$ cat src/rtl/flopoco_fp_pkg.sv
// Shared definitions for the FloPoCo-format floating-point operators:
// exception codes, default formats and the sequential square-root FSM encoding.
package flopoco_fp_pkg;

  localparam int DEF_WE   = 8;
  localparam int DEF_WF   = 23;
  localparam int DEF_BIAS = (2 ** (DEF_WE - 1)) - 1;

  localparam logic [1:0] EXC_ZERO   = 2'b00;
  localparam logic [1:0] EXC_NORMAL = 2'b01;
  localparam logic [1:0] EXC_INF    = 2'b10;
  localparam logic [1:0] EXC_NAN    = 2'b11;

  typedef enum logic [1:0] {
    ST_IDLE  = 2'b00,
    ST_CALC  = 2'b01,
    ST_ROUND = 2'b10,
    ST_DONE  = 2'b11
  } sqrt_state_e;

  // {exc, sign} of the square root of a special operand (zero, inf, NaN, negative).
  function automatic logic [2:0] sqrt_special_tag(input logic [1:0] exc, input logic sign);
    logic [2:0] tag;
    case (exc)
      EXC_ZERO: tag = {EXC_ZERO, sign};
      EXC_INF:  tag = sign ? {EXC_NAN, 1'b0} : {EXC_INF, 1'b0};
      EXC_NAN:  tag = {EXC_NAN, 1'b0};
      default:  tag = {EXC_NAN, 1'b0};
    endcase
    return tag;
  endfunction

endpackage

$ cat src/rtl/fp_sqrt_round.sv
// Round-to-nearest-even of the square-root mantissa and result packing.
// Optional inexact flag output is built only when FP_SQRT_FLAGS_EN is defined.
module fp_sqrt_round
  import flopoco_fp_pkg::*;
#(
  parameter int WE = DEF_WE,
  parameter int WF = DEF_WF
) (
  input  logic              special_i,
  input  logic [2:0]        spec_tag_i,
  input  logic [WE-1:0]     exp_i,
  input  logic [WF:0]       root_frac_i,
  input  logic              sticky_i,
  output logic [WE+WF+2:0]  r_o
`ifdef FP_SQRT_FLAGS_EN
  ,
  output logic              inexact_o
`endif
);

  logic              guard_s;
  logic              lsb_s;
  logic              rup_s;
  logic [WE+WF-1:0]  sum_s;

  assign guard_s = root_frac_i[0];
  assign lsb_s   = root_frac_i[1];
  assign rup_s   = guard_s & (sticky_i | lsb_s);

  // Increment on {exp, frac} so a mantissa carry rolls into the exponent.
  assign sum_s = {exp_i, root_frac_i[WF:1]} + {{(WE+WF-1){1'b0}}, rup_s};

  always_comb begin
    if (special_i) begin
      r_o = {spec_tag_i, {(WE+WF){1'b0}}};
    end else begin
      r_o = {EXC_NORMAL, 1'b0, sum_s};
    end
  end

`ifdef FP_SQRT_FLAGS_EN
  always_comb begin
    if (special_i) begin
      inexact_o = 1'b0;
    end else begin
      inexact_o = guard_s | sticky_i;
    end
  end
`endif

endmodule

$ cat src/rtl/fp_sqrt_seq.sv
// Sequential FP square root, restoring recurrence, one root bit per cycle.
// Define FP_SQRT_FLAGS_EN to add the out_invalid / out_inexact flag outputs.
module fp_sqrt_seq
  import flopoco_fp_pkg::*;
#(
  parameter int WE = DEF_WE,
  parameter int WF = DEF_WF
) (
  input  logic              clk,
  input  logic              rst_n,
  input  logic              in_valid,
  output logic              in_ready,
  input  logic [WE+WF+2:0]  in_x,
  output logic              out_valid,
  input  logic              out_ready,
  output logic [WE+WF+2:0]  out_r
`ifdef FP_SQRT_FLAGS_EN
  ,
  output logic              out_invalid,
  output logic              out_inexact
`endif
);

  localparam int XW = WE + WF + 3;
  localparam int RW = WF + 2;
  localparam int DW = 2 * RW;
  localparam int MW = RW + 1;
  localparam int TW = MW + 2;
  localparam int CW = $clog2(RW);

  localparam logic [CW-1:0] CNT_LAST = CW'(RW - 1);
  localparam logic [WE:0]   BIAS_W   = {2'b00, {(WE-1){1'b1}}};

  sqrt_state_e     state_q, state_d;
  logic [CW-1:0]   cnt_q, cnt_d;
  logic [DW-1:0]   rad_q, rad_d;
  logic [MW-1:0]   rem_q, rem_d;
  logic [RW-1:0]   root_q, root_d;
  logic [WE-1:0]   exp_q, exp_d;
  logic [XW-1:0]   out_r_q, out_r_d;

  logic [1:0]      in_exc_s;
  logic            in_sign_s;
  logic [WE-1:0]   in_exp_s;
  logic [WF-1:0]   in_frac_s;
  logic            in_special_s;
  logic [WE-1:0]   exp_half_s;
  logic [DW-1:0]   rad_init_s;
  logic [TW-1:0]   rem_t_s;
  logic [TW-1:0]   trial_s;
  logic            ge_s;
  logic [MW-1:0]   rem_next_s;
  logic            rnd_special_s;
  logic [XW-1:0]   rnd_r_s;

  assign in_exc_s     = in_x[XW-1:XW-2];
  assign in_sign_s    = in_x[XW-3];
  assign in_exp_s     = in_x[WE+WF-1:WF];
  assign in_frac_s    = in_x[WF-1:0];
  assign in_special_s = (in_exc_s != EXC_NORMAL) | in_sign_s;

  // floor((E + bias) / 2) at WE+1 bits; the quotient always fits back in WE bits.
  assign exp_half_s = WE'(({1'b0, in_exp_s} + BIAS_W) >> 1);

  // An even biased exponent means an odd unbiased one: pre-scale the mantissa by 2.
  assign rad_init_s = in_exp_s[0] ? {2'b01, in_frac_s, {RW{1'b0}}}
                                  : {1'b1, in_frac_s, {(RW+1){1'b0}}};

  assign rem_t_s    = {rem_q, rad_q[DW-1:DW-2]};
  assign trial_s    = {1'b0, root_q, 2'b01};
  assign ge_s       = (rem_t_s >= trial_s);
  assign rem_next_s = ge_s ? (rem_t_s[MW-1:0] - trial_s[MW-1:0]) : rem_t_s[MW-1:0];

  assign rnd_special_s = (state_q == ST_IDLE);

`ifdef FP_SQRT_FLAGS_EN
  logic invalid_q, invalid_d;
  logic inexact_q, inexact_d;
  logic in_invalid_s;
  logic rnd_inexact_s;

  assign in_invalid_s = in_sign_s & ((in_exc_s == EXC_NORMAL) | (in_exc_s == EXC_INF));
`endif

  fp_sqrt_round #(
    .WE (WE),
    .WF (WF)
  ) u_round (
    .special_i   (rnd_special_s),
    .spec_tag_i  (sqrt_special_tag(in_exc_s, in_sign_s)),
    .exp_i       (exp_q),
    .root_frac_i (root_q[WF:0]),
    .sticky_i    (|rem_q),
    .r_o         (rnd_r_s)
`ifdef FP_SQRT_FLAGS_EN
    ,
    .inexact_o   (rnd_inexact_s)
`endif
  );

  // State and datapath registers.
  always_ff @(posedge clk or negedge rst_n) begin
    if (!rst_n) begin
      state_q   <= ST_IDLE;
      cnt_q     <= {CW{1'b0}};
      rad_q     <= {DW{1'b0}};
      rem_q     <= {MW{1'b0}};
      root_q    <= {RW{1'b0}};
      exp_q     <= {WE{1'b0}};
      out_r_q   <= {XW{1'b0}};
`ifdef FP_SQRT_FLAGS_EN
      invalid_q <= 1'b0;
      inexact_q <= 1'b0;
`endif
    end else begin
      state_q   <= state_d;
      cnt_q     <= cnt_d;
      rad_q     <= rad_d;
      rem_q     <= rem_d;
      root_q    <= root_d;
      exp_q     <= exp_d;
      out_r_q   <= out_r_d;
`ifdef FP_SQRT_FLAGS_EN
      invalid_q <= invalid_d;
      inexact_q <= inexact_d;
`endif
    end
  end

  // Next-state and datapath update.
  always_comb begin
    state_d   = state_q;
    cnt_d     = cnt_q;
    rad_d     = rad_q;
    rem_d     = rem_q;
    root_d    = root_q;
    exp_d     = exp_q;
    out_r_d   = out_r_q;
`ifdef FP_SQRT_FLAGS_EN
    invalid_d = invalid_q;
    inexact_d = inexact_q;
`endif
    case (state_q)
      ST_IDLE: begin
        if (in_valid) begin
          if (in_special_s) begin
            out_r_d   = rnd_r_s;
`ifdef FP_SQRT_FLAGS_EN
            invalid_d = in_invalid_s;
            inexact_d = 1'b0;
`endif
            state_d   = ST_DONE;
          end else begin
            rad_d   = rad_init_s;
            rem_d   = {MW{1'b0}};
            root_d  = {RW{1'b0}};
            exp_d   = exp_half_s;
            cnt_d   = CNT_LAST;
            state_d = ST_CALC;
          end
        end else begin
          state_d = ST_IDLE;
        end
      end
      ST_CALC: begin
        rad_d  = {rad_q[DW-3:0], 2'b00};
        rem_d  = rem_next_s;
        root_d = {root_q[RW-2:0], ge_s};
        if (cnt_q == {CW{1'b0}}) begin
          state_d = ST_ROUND;
        end else begin
          cnt_d = cnt_q - {{(CW-1){1'b0}}, 1'b1};
        end
      end
      ST_ROUND: begin
        out_r_d   = rnd_r_s;
`ifdef FP_SQRT_FLAGS_EN
        invalid_d = 1'b0;
        inexact_d = rnd_inexact_s;
`endif
        state_d   = ST_DONE;
      end
      ST_DONE: begin
        if (out_ready) begin
          state_d = ST_IDLE;
        end else begin
          state_d = ST_DONE;
        end
      end
      default: begin
        state_d = ST_IDLE;
      end
    endcase
  end

  assign in_ready  = (state_q == ST_IDLE);
  assign out_valid = (state_q == ST_DONE);
  assign out_r     = out_r_q;
`ifdef FP_SQRT_FLAGS_EN
  assign out_invalid = invalid_q;
  assign out_inexact = inexact_q;
`endif

endmodule

$ cat config.mk
export PLATFORM = sky130hd
export DESIGN_NAME = fp_sqrt_seq
export DESIGN_NICKNAME = d
export VERILOG_FILES = /design/src/rtl/flopoco_fp_pkg.sv /design/src/rtl/fp_sqrt_round.sv /design/src/rtl/fp_sqrt_seq.sv
export SDC_FILE = /design/constraint.sdc
export NUM_CORES = 1
export LEC_CHECK = 0
export ABC_AREA = 1
export BUFFER_PORTS_ARGS = -buffer_cell sky130_fd_sc_hd__buf_2
export CAP_MARGIN = 20
export CORE_ASPECT_RATIO = 0.9
export CORE_UTILIZATION = 50
export CTS_CLUSTER_SIZE = 20
export DETAILED_ROUTE_END_ITERATION = 16
export PLACE_DENSITY_LB_ADDON = 0.12
export SETUP_SLACK_MARGIN = 0.3
export SLEW_MARGIN = 10
export SYNTH_ARGS = -nofsm -noshare
export SYNTH_HDL_FRONTEND = slang
export SYNTH_SLANG_ARGS = --single-unit
$ cat constraint.sdc
create_clock -name clk -period 5.35 [get_ports clk]
set_input_delay 0.8025 -clock clk [delete_from_list [all_inputs] [get_ports clk]]
set_output_delay 0.8025 -clock clk [all_outputs]
set_load 0.03 [all_outputs]
==> results of run 1 <==
## layout make-up
class | count | share of cell area
well taps | 207 | 0.0276
clock inverters | 14 | 0.0196
multi-input cells | 830 | 0.458
inverters | 178 | 0.0712
flip-flops and latches | 125 | 0.334
clock buffers | 18 | 0.0458
repair buffers | 79 | 0.0440
## per-stage QoR
step	cells	instance area (um^2)	hold slack (ns)
after floorplan	1170	8260	0.452
after detailed placement	1419	8760	0.461
final	1451	9380	0.262
after global placement	1419	8760	0.457
after CTS	1451	9380	0.256
after global routing	1451	9380	0.268
## sequential cells by signal, indices dropped and copies added, names as in the netlist
name	cells
rad_q	25
rem_q	26
cnt_q	5
state_q	2
exp_q	8
root_q	25
out_r	34
## logic make-up after synthesis
| family | share of synthesized area |
|---|---|
| simple gates | 0.324 |
| compound gates | 0.127 |
| fa+ha+maj | 0.0470 |
| buf+inv | 0.102 |
| xor+xnor | 0.0212 |
| flops | 0.379 |
## per-layer routing
metal  vias to the layer above  GRT usage
met1                      3606      0.398
met4                         0     0.0955
met5                         -          0
li1                       3978          -
met3                        41     0.0659
met2                       280      0.397
## critical path, stage by stage, from the launching register on
cell	delay (ns)
dfrtp_1	0.47
inv_1	0.19
ha_1	0.44
nand3_1	0.20
nor3_2	0.21
nand3_2	0.53
nand3_4	0.56
nand2_1	0.09
nand3_1	0.15
o21ai_1	0.10
## layout by cell type (no fill, tap or decap), types with 17 or more instances in the layout
cell and count:
clkbuf_16 17, o31ai_1 25, dfrtp_1 125, a21oi_1 22, nor3_1 20, nand4_1 45, ha_1 31, inv_1 170
buf_2 72, nand2_1 345, nor2_1 74, o22ai_1 46, nand3_1 84, o21ai_0 46
## power breakdown
group          switching [W]  leakage (nW)  total, W  internal [W]
Clock               0.000461         0.286   0.00120      0.000741
Sequential          0.000325          1.60   0.00171       0.00138
Combinational        0.00296          2.97   0.00441       0.00145
Total                0.00375          4.86   0.00732       0.00357
## path summary, 6_finish.rpt
kind                       startpoint        end  slack, ns
setup / recovery            root_q[0]  rem_q[10]       2.27
setup reg to reg            root_q[0]  rem_q[10]       2.27
max in group asynchronous       rst_n  rad_q[39]       3.81
min in group clk            out_r[22]  out_r[22]       0.47
hold reg to reg             out_r[22]  out_r[22]       0.47
hold / removal                  rst_n   out_r[3]       0.26
==> summary.txt, run 1 <==
Pwr
  – Static Leak: 4.86 nW
  – Max rail drop VDD: 0.000339 V
  – P per Cell Area: 780 nW/um^2
  – Total power: 0.00732 W

Routing
  – M1 WL: 10600 um
  – Wire per inst: 15.2 um
  – Met3 wire len: 1670 um
  – Routed Antenna Nets: 0
  – Pre-Repair DR Iteration Count: 5
  – Routed WL: 22100 um
  – Via-to-Cell Ratio: 5.45
  – Routed vias: 7905
  – DRC Markers: 0
  – Max layer used: met4
  – DR WL met2: 9310 um
  – First DRT Iteration DRCs: 716

Worst setup path
  – CP endpoint kind: flip-flop
  – R2R depth: 9
  – CP Launch Type: flip-flop
  – CP Data Required Time: 5.64 ns
  – Critical-path maximum fanout: 27
  – Crit path kind: flip-flop to flip-flop
  – Data arrival time at the worst-slack endpoint: 3.37 ns

Clock network
  – CTS resizes: 0
  – Inserted Clock Buffers: 17
  – Clk slew on worst S/H paths: 0.06 ns
  – CTS tree: yes
  – Clk sinks: 125
  – CTS Root Cell: clkbuf_16
  – Hold buffers post-CTS: 0
  – H-tree Lvls: 4
  – Clk buf depth: 2
  – Clk_lat worst skew: 0.42 ns
  – Post-CTS setup buffer count: 0

Logic synthesis
  – Distinct cells, synth: 45
  – Syn_area_per_cell: 7.06 um^2
  – Post-synth EDFFs: 0
  – Yosys top cell area share: 0.379
  – Sequential cell area fraction in the yosys report: 0.379
  – Syn Inst Count: 1170
  – Most frequent cell after synthesis: nand2_1
  – FF+latch count, synth: 125
  – Cell taking the most area after synthesis: dfrtp_1
  – Main area contributors after synthesis: dfrtp_1, nand2_1, inv_1
  – Synth Cell Area: 8260 um^2
  – Commonest cells in the netlist: nand2_1, inv_1, dfrtp_1, nand3_1, nor2_1
  – Main synth FF type: dfrtp_1
  – Yosys warns: 0
  – Post-synth ARST share: 1.00
  – Syn nets: 1239

STA
  – Clock skew: 0.00889 ns
  – Final setup margin: 2.27 ns
  – Endpoints failing hold: 0
  – Max-slew violations: 0
  – Sum Neg Setup Slack: 0 ns
  – Worst-Margin Slew: 0.978 ns
  – Final setup viols: 0
  – Min Clock Period, post-route: 3.08 ns
  – Fmax: 324 MHz
  – Max_slew headroom: 0.348
  – Final period utilization: 0.576
  – RSZ-0062 raised after global routing: no

Run status
  – Status: finished clean

Cells and area
  – Layout cells sized above 1: 0.118
  – Syn-to-layout area delta: 13.6%
  – Final nets: 1300
  – Area occupied by multi-input gates: 4300 um^2
  – Fill cells: 1561
  – # diodes: 0
  – Post-layout util: 0.581
  – Reg area: 3130 um^2

Place
  – GPL Wtd Cong: 0.939
  – PortBufs: 73
  – Pre-CTS worst setup slack: 2.42 ns
  – DP HPWL: 16100 um

GRT
  – Grt ovf: 0
  – First-pass GRT wire length: 35900 um
  – Initial antenna violation count: 0
  – Vias in the first global route: 7161
  – Pin count of the biggest net entering global routing: 77
  – Total GRT Usage: 0.275

Floorplan
  – Initial cell density of the core: 0.512
  – Die footprint: 17000 um^2
  – Core area: 16100 um^2
  – Die Wd: 137 um
  – Ports: 74
  – Die H: 124 um
  – Row cnt: 44

Min path
  – HP Class: input port to asynchronous set/reset pin

Run
  – Max_cap viols: 0
Note: power is estimated with default switching activity, not from simulation.
==> inputs of run 2 (changes only) <==
--- a/config.mk
+++ b/config.mk
@@ -5,7 +5,7 @@
 export SDC_FILE = /design/constraint.sdc
 export NUM_CORES = 1
 export LEC_CHECK = 0
-export ABC_AREA = 1
+export ABC_AREA = 0
 export BUFFER_PORTS_ARGS = -buffer_cell sky130_fd_sc_hd__buf_2
 export CAP_MARGIN = 20
 export CORE_ASPECT_RATIO = 0.9
==> constraint.sdc (replaced) <==
create_clock -name clk -period 2.59 [get_ports clk]
set_input_delay 0.3885 -clock clk [delete_from_list [all_inputs] [get_ports clk]]
set_output_delay 0.3885 -clock clk [all_outputs]
set_load 0.03 [all_outputs]
==> run 2 against run 1 <==
Effect of this change: cell area rose by 2.5%; sequential power rose by 100%; first-iteration DRC count fell by 36%; via count fell by 13%; register-to-register slack got worse by 2.2 ns; worst setup slack got worse by 2.2 ns; count of clock-buffer cells in the layout rose by 4; synthesized area fell by 7.8%; clock skew fell by 0.00086 ns; critical endpoint is now rem_q[18]; largest cell class unchanged.
==> summary.txt, run 2 <==
Logic synthesis
  – FF+latch count, synth: 125 (unchanged)
  – Main synth FF type: dfrtp_1
  – Cell taking the most area after synthesis: dfrtp_1
  – Syn nets: 949 (-23%)
  – Yosys top cell area share: 0.411 (+0.0322)
  – Synth Cell Area: 7610 um^2 (-7.8%)
  – Syn_area_per_cell: 8.65 um^2 (+23%)
  – Yosys warns: 0 (unchanged)
  – Main area contributors after synthesis: dfrtp_1, o21ai_0, nand2_1
  – Commonest cells in the netlist: dfrtp_1, nand2_1, o21ai_0, nor2_1, nand3_1
  – Syn Inst Count: 880 (-25%)
  – Most frequent cell after synthesis: dfrtp_1
  – Post-synth EDFFs: 0 (unchanged)
  – Distinct cells, synth: 63 (+40%)
  – Post-synth ARST share: 1.00 (unchanged)
  – Sequential cell area fraction in the yosys report: 0.411 (+0.0322)

Floorplan
  – Ports: 74 (unchanged)
  – Row cnt: 42 (-4.5%)
  – Die footprint: 15700 um^2 (-7.7%)
  – Initial cell density of the core: 0.515 (+0.00346)
  – Die Wd: 132 um (-3.9%)
  – Core area: 14800 um^2 (-8.5%)
  – Die H: 119 um (-3.9%)

Worst setup path
  – CP endpoint kind: flip-flop
  – Critical-path maximum fanout: 4 (-85%)
  – Crit path kind: flip-flop to flip-flop
  – CP Data Required Time: 2.87 ns (-2.77 ns)
  – Data arrival time at the worst-slack endpoint: 2.85 ns (-0.52 ns)
  – CP Launch Type: flip-flop
  – R2R depth: 10 (+1)

STA
  – Hold_ws: 0.0613 ns (-0.201 ns)
  – Final period utilization: 0.990 (+0.414)
  – Endpoints failing hold: 0 (unchanged)
  – Max_slew headroom: 0.494 (+0.146)
  – Max-slew violations: 0 (unchanged)
  – RSZ-0062 raised after global routing: yes
  – Worst-Margin Slew: 0.759 ns (-0.219 ns)
  – Final setup viols: 0 (unchanged)
  – Clock skew: 0.00803 ns (-0.000860 ns)
  – Min Clock Period, post-route: 2.56 ns (-0.517 ns)
  – Fmax: 390 MHz (+20%)
  – Final setup margin: 0.0253 ns (-2.24 ns)

Pwr
  – Comb pwr share: 0.631 (+0.029)
  – Power share of the sequential group: 0.221 (-0.012)
  – Clk pwr share: 0.148 (-0.016)
  – P_int: 0.00878 W (+150%)
  – P per Cell Area: 1640 nW/um^2 (+110%)
  – Sw Ratio: 0.443 (-0.0690)
  – Static Leak: 4.34 nW (-11%)
  – Max rail drop VDD: 0.000796 V (+130%)
  – Sw Pwr: 0.00699 W (+87%)

Clock network
  – CTS Root Cell: clkbuf_16
  – Clk buf depth: 2 (unchanged)
  – H-tree Lvls: 4 (unchanged)
  – Clk_lat worst skew: 0.42 ns (about the same)
  – Clk sinks: 125 (unchanged)
  – Inserted Clock Buffers: 17 (unchanged)
  – Clk slew on worst S/H paths: 0.05 ns (about the same)
  – CTS tree: yes

GRT
  – First-pass GRT wire length: 32200 um (-10%)
  – Busiest grt layer: met2
  – M2 GR Usage: 0.404 (+0.00713)
  – Vias in the first global route: 6504 (-9.2%)
  – Total GRT Usage: 0.257 (-0.0175)
  – Initial antenna violation count: 0 (unchanged)
  – M1 GR Usage: 0.359 (-0.0390)
  – Grt ovf: 0 (unchanged)
  – Met3 Use GR: 0.0456 (-0.0204)
  – Pin count of the biggest net entering global routing: 126 (+64%)

Routing
  – Routed Antenna Nets: 0 (unchanged)
  – Via-to-Cell Ratio: 5.63 (+3.3%)
  – First DRT Iteration DRCs: 460 (-36%)
  – DRC Markers: 0 (unchanged)
  – Routed WL: 19400 um (-12%)
  – Routed vias: 6845 (-13%)
  – Wire per inst: 16.0 um (+4.6%)
  – Pre-Repair DR Iteration Count: 5 (unchanged)

Place
  – DP HPWL: 13600 um (-15%)
  – PortBufs: 73 (unchanged)
  – Pre-CTS worst setup slack: -0.00128 ns (-2.42 ns)
  – GPL Wtd Cong: 0.907 (-3.5%)

Cells and area
  – Post-layout util: 0.651 (+0.0699)
  – Max reg flops: 34 (unchanged)
  – Layout cells sized above 1: 0.253 (+0.135)
  – Syn-to-layout area delta: 26.4%
  – Area occupied by multi-input gates: 4460 um^2 (+3.9%)
  – Reg area: 3130 um^2 (+0.20%)
  – Commonest non-fill, non-tap cell in the layout: dfrtp_1
  – # diodes: 0 (unchanged)
  – Final nets: 1074 (-17%)
  – Commonest non-fill, non-tap cells in the layout: dfrtp_1, nand2_1, o21ai_0, buf_4, buf_2
  – Fill cells: 1226 (-21%)

Run
  – Max_cap viols: 0 (unchanged)

Run status
  – Status: finished clean

Min path
  – HP Class: input port to asynchronous set/reset pin
## run 2: cell types whose count changed after synthesis, sizes merged, moves of 41 or more
| cell | before | now |
|---|---|---|
| inv | 178 | 39 |
| mux2i | 0 | 42 |
| nand2 | 352 | 120 |
| nand3 | 88 | 47 |
| o21ai | 56 | 123 |
| o22ai | 46 | 0 |
## run 2: layer usage
metal | vias to the layer above | wire [um]
met5 | - | 0
met4 | 0 | 326
met3 | 25 | 1070
met2 | 207 | 8920
met1 | 3265 | 9080
li1 | 3348 | -
## run 2: layout make-up
class | instances | share of cell area
Timing Repair Buffer | 155 | 0.109
Inverter | 39 | 0.0152
Multi-Input combinational cell | 667 | 0.464
Clock inverter | 10 | 0.0118
Tap cell | 198 | 0.0258
Sequential cell | 125 | 0.326
Clock buffer | 22 | 0.0483
## run 2: worst paths after layout
kind / from / to / slack, ns
max in group asynchronous: rst_n / rem_q[4] / 1.96
worst min register to register: out_r[32] / out_r[32] / 0.47
worst min-delay path: rst_n / out_r[3] / 0.06
worst max register to register: rem_q[0] / rem_q[18] / 0.03
worst max-delay path: rem_q[0] / rem_q[18] / 0.03
min in group clk: out_ready / state_q[1] / 0.17
## run 2: timing repair
item	in CTS	in global routing
hold buffers	0	0
cloned	0	0
setup endpoints to repair	27	37
pin swaps	14	10
resized for setup	37	20
buffers inserted	19	4
## run 2: worst max-delay path: stages (launching register included)
cell,delay (ns)
dfrtp_1,0.42
ha_4,0.25
nor2b_4,0.12
o31a_1,0.31
buf_4,0.15
o211ai_1,0.22
a211oi_2,0.12
o21ba_2,0.23
or3_1,0.32
nand4_1,0.17
o211ai_1,0.12
## run 2: cells by family after synthesis
logic type	synth area share
compound gates	0.178
xor+xnor	0.0645
fa+ha+maj	0.0510
buf+inv	0.0459
flops	0.411
mux	0.0553
simple gates	0.194
## run 2: power by group through the flow
stage / Clock, W / Combinational, W / Sequential, W
finish: 0.00234 / 0.00995 / 0.00349
floorplan: 0 / 0.00580 / 0.00381
detailed placement: 0 / 0.00876 / 0.00349
global placement: 0 / 0.00862 / 0.00344
CTS: 0.00238 / 0.00955 / 0.00348
global route: 0.00247 / 0.0109 / 0.00360
## run 2: per-stage QoR
stage          power [W]  instances  setup TNS (ns)  cell area [um^2]
3_3_place_gp      0.0121       1161               0              8630
3_5_place_dp      0.0122       1161        -0.00130              8630
6_report          0.0158       1216               0              9620
2_1_floorplan    0.00961        880               0              7720
4_1_cts           0.0154       1212               0              9510
5_1_grt           0.0169       1216          -0.281              9620
